<file path="src/rtl/regbank_wb_arbiter_if.sv">
// Bundle of writeback, issue and read-port signals between the pipeline and the
// register-bank write-port controller.
interface regbank_wb_arbiter_if #(
    parameter int DATA_W = 64,
    parameter int ADDR_W = 5
);
    logic              alu_valid;
    logic              alu_ready;
    logic [ADDR_W-1:0] alu_addr;
    logic [DATA_W-1:0] alu_data;
    logic              mem_valid;
    logic              mem_ready;
    logic [ADDR_W-1:0] mem_addr;
    logic [DATA_W-1:0] mem_data;
    logic [ADDR_W-1:0] C;
    logic [DATA_W-1:0] Cdata;
    logic              W;
    logic              issue_valid;
    logic [ADDR_W-1:0] issue_dst;
    logic              issue_ready;
    logic [ADDR_W-1:0] A;
    logic [ADDR_W-1:0] B;
    logic              A_busy;
    logic              B_busy;

    modport master (
        output alu_valid, alu_addr, alu_data,
        output mem_valid, mem_addr, mem_data,
        output issue_valid, issue_dst, A, B,
        input  alu_ready, mem_ready, C, Cdata, W, issue_ready, A_busy, B_busy
    );

    modport slave (
        input  alu_valid, alu_addr, alu_data,
        input  mem_valid, mem_addr, mem_data,
        input  issue_valid, issue_dst, A, B,
        output alu_ready, mem_ready, C, Cdata, W, issue_ready, A_busy, B_busy
    );
endinterface

</file>
<file path="src/rtl/regbank_wb_arbiter.sv">
// Round-robin ALU/load writeback arbiter driving the register bank write port,
// with a pending-write scoreboard for RAW/WAW hazard detection.
module regbank_wb_arbiter #(
    parameter int DATA_W   = 64,
    parameter int ADDR_W   = 5,
    parameter int ZERO_REG = 31
) (
    input  logic             CLK,
    input  logic             RESETn,
    regbank_wb_arbiter_if.slave bus
);
    localparam int NREG = 2 ** ADDR_W;
    localparam logic [ADDR_W-1:0] ZERO_ADDR = ADDR_W'(ZERO_REG);

    typedef enum logic {
        GRANT_ALU = 1'b0,
        GRANT_MEM = 1'b1
    } grant_t;

    grant_t            last_grant_reg;
    logic              grant_alu;
    logic              grant_mem;
    logic              grant_any;
    logic [ADDR_W-1:0] grant_addr;
    logic [DATA_W-1:0] grant_data;
    logic              issue_set;
    logic [NREG-1:0]   pending_reg;
    logic [NREG-1:0]   pending_next;
    logic              w_reg;
    logic [ADDR_W-1:0] c_reg;
    logic [DATA_W-1:0] cdata_reg;

    // ALU wins unless the load port is also asking and ALU had the previous grant.
    always_comb begin
        grant_alu  = RESETn && bus.alu_valid &&
                     (!bus.mem_valid || (last_grant_reg == GRANT_MEM));
        grant_mem  = RESETn && bus.mem_valid && !grant_alu;
        grant_any  = grant_alu || grant_mem;
        grant_addr = grant_alu ? bus.alu_addr : bus.mem_addr;
        grant_data = grant_alu ? bus.alu_data : bus.mem_data;
    end

    assign bus.alu_ready   = grant_alu;
    assign bus.mem_ready   = grant_mem;
    assign bus.issue_ready = !pending_reg[bus.issue_dst];
    assign issue_set       = bus.issue_valid && bus.issue_ready &&
                             (bus.issue_dst != ZERO_ADDR);

    // Per-register reservation: a new issue overrides a retiring writeback.
    generate
        for (genvar gi = 0; gi < NREG; gi++) begin : g_pend
            localparam logic [ADDR_W-1:0] IDX = ADDR_W'(gi);
            if (gi == ZERO_REG) begin : g_zero
                assign pending_next[gi] = 1'b0;
            end else begin : g_reg
                logic set_bit;
                logic clr_bit;
                assign set_bit = issue_set && (bus.issue_dst == IDX);
                assign clr_bit = grant_any && (grant_addr == IDX);
                assign pending_next[gi] = set_bit | (pending_reg[gi] & ~clr_bit);
            end
        end
    endgenerate

    // The W term flags the cycle where the bank write has not yet landed.
    assign bus.A_busy = pending_reg[bus.A] |
                        (w_reg && (c_reg == bus.A) && (bus.A != ZERO_ADDR));
    assign bus.B_busy = pending_reg[bus.B] |
                        (w_reg && (c_reg == bus.B) && (bus.B != ZERO_ADDR));

    always_ff @(posedge CLK or negedge RESETn) begin
        if (!RESETn) begin
            w_reg          <= 1'b0;
            c_reg          <= '0;
            cdata_reg      <= '0;
            pending_reg    <= '0;
            last_grant_reg <= GRANT_MEM;
        end else begin
            pending_reg <= pending_next;
            w_reg       <= grant_any && (grant_addr != ZERO_ADDR);
            if (grant_any) begin
                last_grant_reg <= grant_alu ? GRANT_ALU : GRANT_MEM;
                // A grant to the zero register burns its slot but touches nothing.
                if (grant_addr != ZERO_ADDR) begin
                    c_reg     <= grant_addr;
                    cdata_reg <= grant_data;
                end
            end
        end
    end

    assign bus.W     = w_reg;
    assign bus.C     = c_reg;
    assign bus.Cdata = cdata_reg;
endmodule

</file>
<file path="src/flat_wrapper.sv">
// flat-port wrapper written by rule: the top's interface ports become plain ports
module regbank_wb_arbiter_flat 
#(
    parameter int DATA_W   = 64,
    parameter int ADDR_W   = 5,
    parameter int ZERO_REG = 31
)
  (CLK, RESETn, bus_alu_valid, bus_alu_addr, bus_alu_data, bus_mem_valid, bus_mem_addr, bus_mem_data, bus_issue_valid, bus_issue_dst, bus_A, bus_B, bus_alu_ready, bus_mem_ready, bus_C, bus_Cdata, bus_W, bus_issue_ready, bus_A_busy, bus_B_busy);
  regbank_wb_arbiter_if #(.DATA_W(DATA_W), .ADDR_W(ADDR_W)) bus_i ();
  input  logic CLK;
  input  logic RESETn;
  input wire logic [$bits(bus_i.alu_valid)-1:0] bus_alu_valid;
  input wire logic [$bits(bus_i.alu_addr)-1:0] bus_alu_addr;
  input wire logic [$bits(bus_i.alu_data)-1:0] bus_alu_data;
  input wire logic [$bits(bus_i.mem_valid)-1:0] bus_mem_valid;
  input wire logic [$bits(bus_i.mem_addr)-1:0] bus_mem_addr;
  input wire logic [$bits(bus_i.mem_data)-1:0] bus_mem_data;
  input wire logic [$bits(bus_i.issue_valid)-1:0] bus_issue_valid;
  input wire logic [$bits(bus_i.issue_dst)-1:0] bus_issue_dst;
  input wire logic [$bits(bus_i.A)-1:0] bus_A;
  input wire logic [$bits(bus_i.B)-1:0] bus_B;
  output wire logic [$bits(bus_i.alu_ready)-1:0] bus_alu_ready;
  output wire logic [$bits(bus_i.mem_ready)-1:0] bus_mem_ready;
  output wire logic [$bits(bus_i.C)-1:0] bus_C;
  output wire logic [$bits(bus_i.Cdata)-1:0] bus_Cdata;
  output wire logic [$bits(bus_i.W)-1:0] bus_W;
  output wire logic [$bits(bus_i.issue_ready)-1:0] bus_issue_ready;
  output wire logic [$bits(bus_i.A_busy)-1:0] bus_A_busy;
  output wire logic [$bits(bus_i.B_busy)-1:0] bus_B_busy;
  assign bus_i.alu_valid = bus_alu_valid;
  assign bus_i.alu_addr = bus_alu_addr;
  assign bus_i.alu_data = bus_alu_data;
  assign bus_i.mem_valid = bus_mem_valid;
  assign bus_i.mem_addr = bus_mem_addr;
  assign bus_i.mem_data = bus_mem_data;
  assign bus_i.issue_valid = bus_issue_valid;
  assign bus_i.issue_dst = bus_issue_dst;
  assign bus_i.A = bus_A;
  assign bus_i.B = bus_B;
  assign bus_alu_ready = bus_i.alu_ready;
  assign bus_mem_ready = bus_i.mem_ready;
  assign bus_C = bus_i.C;
  assign bus_Cdata = bus_i.Cdata;
  assign bus_W = bus_i.W;
  assign bus_issue_ready = bus_i.issue_ready;
  assign bus_A_busy = bus_i.A_busy;
  assign bus_B_busy = bus_i.B_busy;
  regbank_wb_arbiter #(.DATA_W(DATA_W), .ADDR_W(ADDR_W), .ZERO_REG(ZERO_REG)) u_core (.CLK(CLK), .RESETn(RESETn), .bus(bus_i));
endmodule
</file>
<file path="config.mk">
export PLATFORM = sky130hd
export DESIGN_NAME = regbank_wb_arbiter_flat
export DESIGN_NICKNAME = d
export VERILOG_FILES = /design/src/rtl/regbank_wb_arbiter_if.sv /design/src/rtl/regbank_wb_arbiter.sv /design/src/flat_wrapper.sv
export SDC_FILE = /design/constraint.sdc
export NUM_CORES = 1
export LEC_CHECK = 0
export ABC_CLOCK_PERIOD_IN_PS = 6160
export BUFFER_PORTS_ARGS = -buffer_cell sky130_fd_sc_hd__buf_2
export CAP_MARGIN = 20
export CORE_ASPECT_RATIO = 0.7
export CORE_MARGIN = 2
export CORE_UTILIZATION = 54
export DETAILED_ROUTE_END_ITERATION = 8
export GPL_TIMING_DRIVEN = 0
export PLACE_DENSITY_LB_ADDON = 0.2
export REMOVE_ABC_BUFFERS = 1
export SETUP_SLACK_MARGIN = 0.5
export SLEW_MARGIN = 10
export SYNTH_ARGS = -nofsm -noshare
export SYNTH_HDL_FRONTEND = slang
export SYNTH_SLANG_ARGS = --single-unit
</file>
<file path="constraint.sdc">
create_clock -name CLK -period 6.16 [get_ports CLK]
set_input_delay 0.616 -clock CLK [delete_from_list [all_inputs] [get_ports CLK]]
set_output_delay 0.616 -clock CLK [all_outputs]
set_load 0.02 [all_outputs]
</file>
==> impl_metrics.toml <==
[clock_tree]
postCtsHoldBufs = 0
cts_resized = 0
clock_sinks = 102
post-cts-setup-buffers = 0
clk_path_buf_depth = 2
worstSkewPairLatency_ns = 0.35
cts_buffers = 9
cts_tree = "yes"
cts_root_buffer = "clkbuf_16"
clk_pin_slew_ns = 0.07
ctsHtreeMaxLevel = 3

[power]
peakVddDrop_mv = 0.169
share_comb_of_total_power_pct = 34.0
switchingPower_mw = 0.768
power.density_nw_per_um2 = 293
sequentialPowerShare_pct = 41.8
leakagePower_nw = 3.41
p_int_mw = 1.48
power_frac_clock_pct = 24.3
p_sw_share_pct = 34.1

[critical_path]
reg2reg_depth = 7
worstSetupStartpoint = "RESETn"
worstPathCellList = "buf_6 > buf_16 > and2_0 > a21oi_1 > o22a_1 > o21bai_4 > buf_16 > buf_12 > mux2_2"
worstPathArrival_ns = 3.49
cp_common_cell = "buf_16"
slowest_stage = "o21bai_4"
worstSetupPathType = "in2reg"
cp_max_fo = 86
max_stage_delay_ns = 0.58
r2r-start = "u_core.last_grant_reg$_DFFE_PN1P_"
cp-end-kind = "flop"
start_kind = "input pin"
worst_ep_required_time_ns = 6.39

[routing]
drc = 0
drt_pass1_iterations = 5
wl_per_cell_um = 19.2
wirelength_mm = 16.7
drtAntennaViolNets = 0
drt_iter0_markers = 358
vias_per_cell = 5.85
vias = 5081

[sta]
setup_viol = 0
slew_viol_final = 0
fin_crit_ns = 3.26
whs_ns = 0.113
fin_skew_ns = 0.00985
slew_headroom_pct = 31.3
clock.fmax_ghz = 0.307
tightest_slew_ns = 1.02
hold_viol = 0
fin_crit_sh_pct = 53.0
grt_setup_unrepaired = "no"
fin_ws_ns = 2.90

[yosys]
synth-seq-cells = 102
synth_top_area_share_pct = 41.5
yosys.area.top_type = "dfrtp_1"
syn_area_per_cell_um2 = 12.3
synth_warnings = 0
yosysSeqAreaShare_pct = 41.9
synth_cell_types = 56
synth_cells = 496
synth_edf_count = 0
synth_area_leaders = "dfrtp_1, mux2_2, mux4_2"
synth-main-ff-cell = "dfrtp_1"
synthArstFlopShare_pct = 100
syn_area_um2 = 6090

[die]
coreArea_um2 = 11000
die_area_um2 = 12200
num_rows = 32
io_pins = 233
start_util_pct = 55.3
die_h_um = 92.9
fp.dieW_um = 131

[place]
dp_slack_ns = 2.52
placed_cell_area_um2 = 7410
globalplace.congestion = 0.926
dp_hpwl_mm = 12.9
portBuffers = 232

[global_routing]
grt_max_degree = 87
grt_pass1_vias = 5326
grt_overflow_total = 0
antenna_found_initial = 0
grt_use_total_pct = 29.2
grt_first_pass_wirelength_mm = 27.1

[finish]
nets = 868
antennaDiodeCount = 0
seq_area_um2 = 2550
fillers = 834
postLayoutCoreUtil_pct = 69.9
largest_register_ffs = 64
stdcell_area_um2 = 7690
multi_input_area_um2 = 3360
post_route_cells_drive_above_1_share_pct = 58.5
area_delta_synth_final_pct = 26.3

[worst_hold_path]
hold_path_class = "in2async"

[run]
drv_cap = 0

[run_status]
outcome = "completed"
==> synth_stat cells (all sizes together) (5+ instances only) <==
cell     number
o21ai         9
nand2b        7
mux2i        10
mux2        138
mux4         18
nor2         10
buf          18
nand2        18
clkbuf       16
o2bb2ai      32
a21oi         7
nand3b        8
xnor2         5
nor2b         6
nand3        31
dfrtp       101
==> final timing paths <==
| path | slack, ns | end |
|---|---|---|
| max | 2.90 | u_core.bus.Cdata[55]$_DFFE_PN0P_ |
| max in group asynchronous | 5.33 | u_core.last_grant_reg$_DFFE_PN1P_ |
| min in group CLK | 0.50 | u_core.bus.Cdata[60]$_DFFE_PN0P_ |
| min reg2reg | 0.50 | u_core.bus.Cdata[60]$_DFFE_PN0P_ |
| max reg2reg | 3.17 | u_core.bus.Cdata[55]$_DFFE_PN0P_ |
| min | 0.11 | u_core.bus.Cdata[59]$_DFFE_PN0P_ |
==> kinds of logic (layout without fill, tap and decap cells) <==
group / count (synthesis) / after routing / synth area share, %
AOI/OAI and AO/OA: 75 / 75 / 9.74
xor gates and xnor gates: 8 / 8 / 1.15
buffers and inverters: 38 / 257 / 3.10
DFF: 102 / 102 / 41.9
muxes: 166 / 166 / 34.4
and+or+nand+nor: 107 / 107 / 9.72
==> cell type report <==
cell class	instances	share of cell area [%]
multi-input cells	356	43.6
inverters	4	0.195
flip-flops and latches	102	33.2
clock buffers	10	3.11
clock inverters	6	0.602
repair buffers	237	16.8
well taps	153	2.49
==> layer usage <==
metal  vias up  global-route usage (%)  wire length (µm)
li1       2324                       -                 -
met5         -                       0                 0
met4         0                    8.87               391
met1      2443                    36.8              6670
met2       277                    47.5              7920
met3        37                    10.1              1710
==> placed cells by master (no fill, tap or decap), drive strengths merged, types with 4 or more instances in the layout <==
cell and n:
buf 237, mux2 138, dfrtp 101, o2bb2ai 32
nand3 31, nand2 18, mux4 18, mux2i 10
nor2 10, clkbuf 10, o21ai 9, nand3b 8
nand2b 7, a21oi 7, nor2b 6, xnor2 5
inv 5, nand4b 4, nand4 4, o211ai 4
and2 4
==> stage by stage <==
step | power, mW | setup TNS [ns] | instances
after floorplan | 1.40 | 0 | 462
after global placement | 1.67 | -170.47 | 847
after detailed placement | 1.71 | 0 | 852
after CTS | 2.26 | 0 | 868
after global routing | 2.37 | 0 | 868
final | 2.25 | 0 | 868
==> power by group through the flow <==
stage	Clock [mW]	Combinational (mW)	Sequential, mW
CTS	0.560	0.764	0.936
floorplan	0	0.377	1.03
detailed placement	0	0.760	0.946
global route	0.587	0.818	0.961
finish	0.546	0.765	0.940
global placement	0	0.734	0.936
==> critical path: cells and delay by family <==
kind / cells / cell delay, ns
buf+inv: 4 / 1.06
compound gates: 3 / 0.99
mux: 1 / 0.35
simple gates: 1 / 0.39
Note: power is estimated with default switching activity, not from simulation.
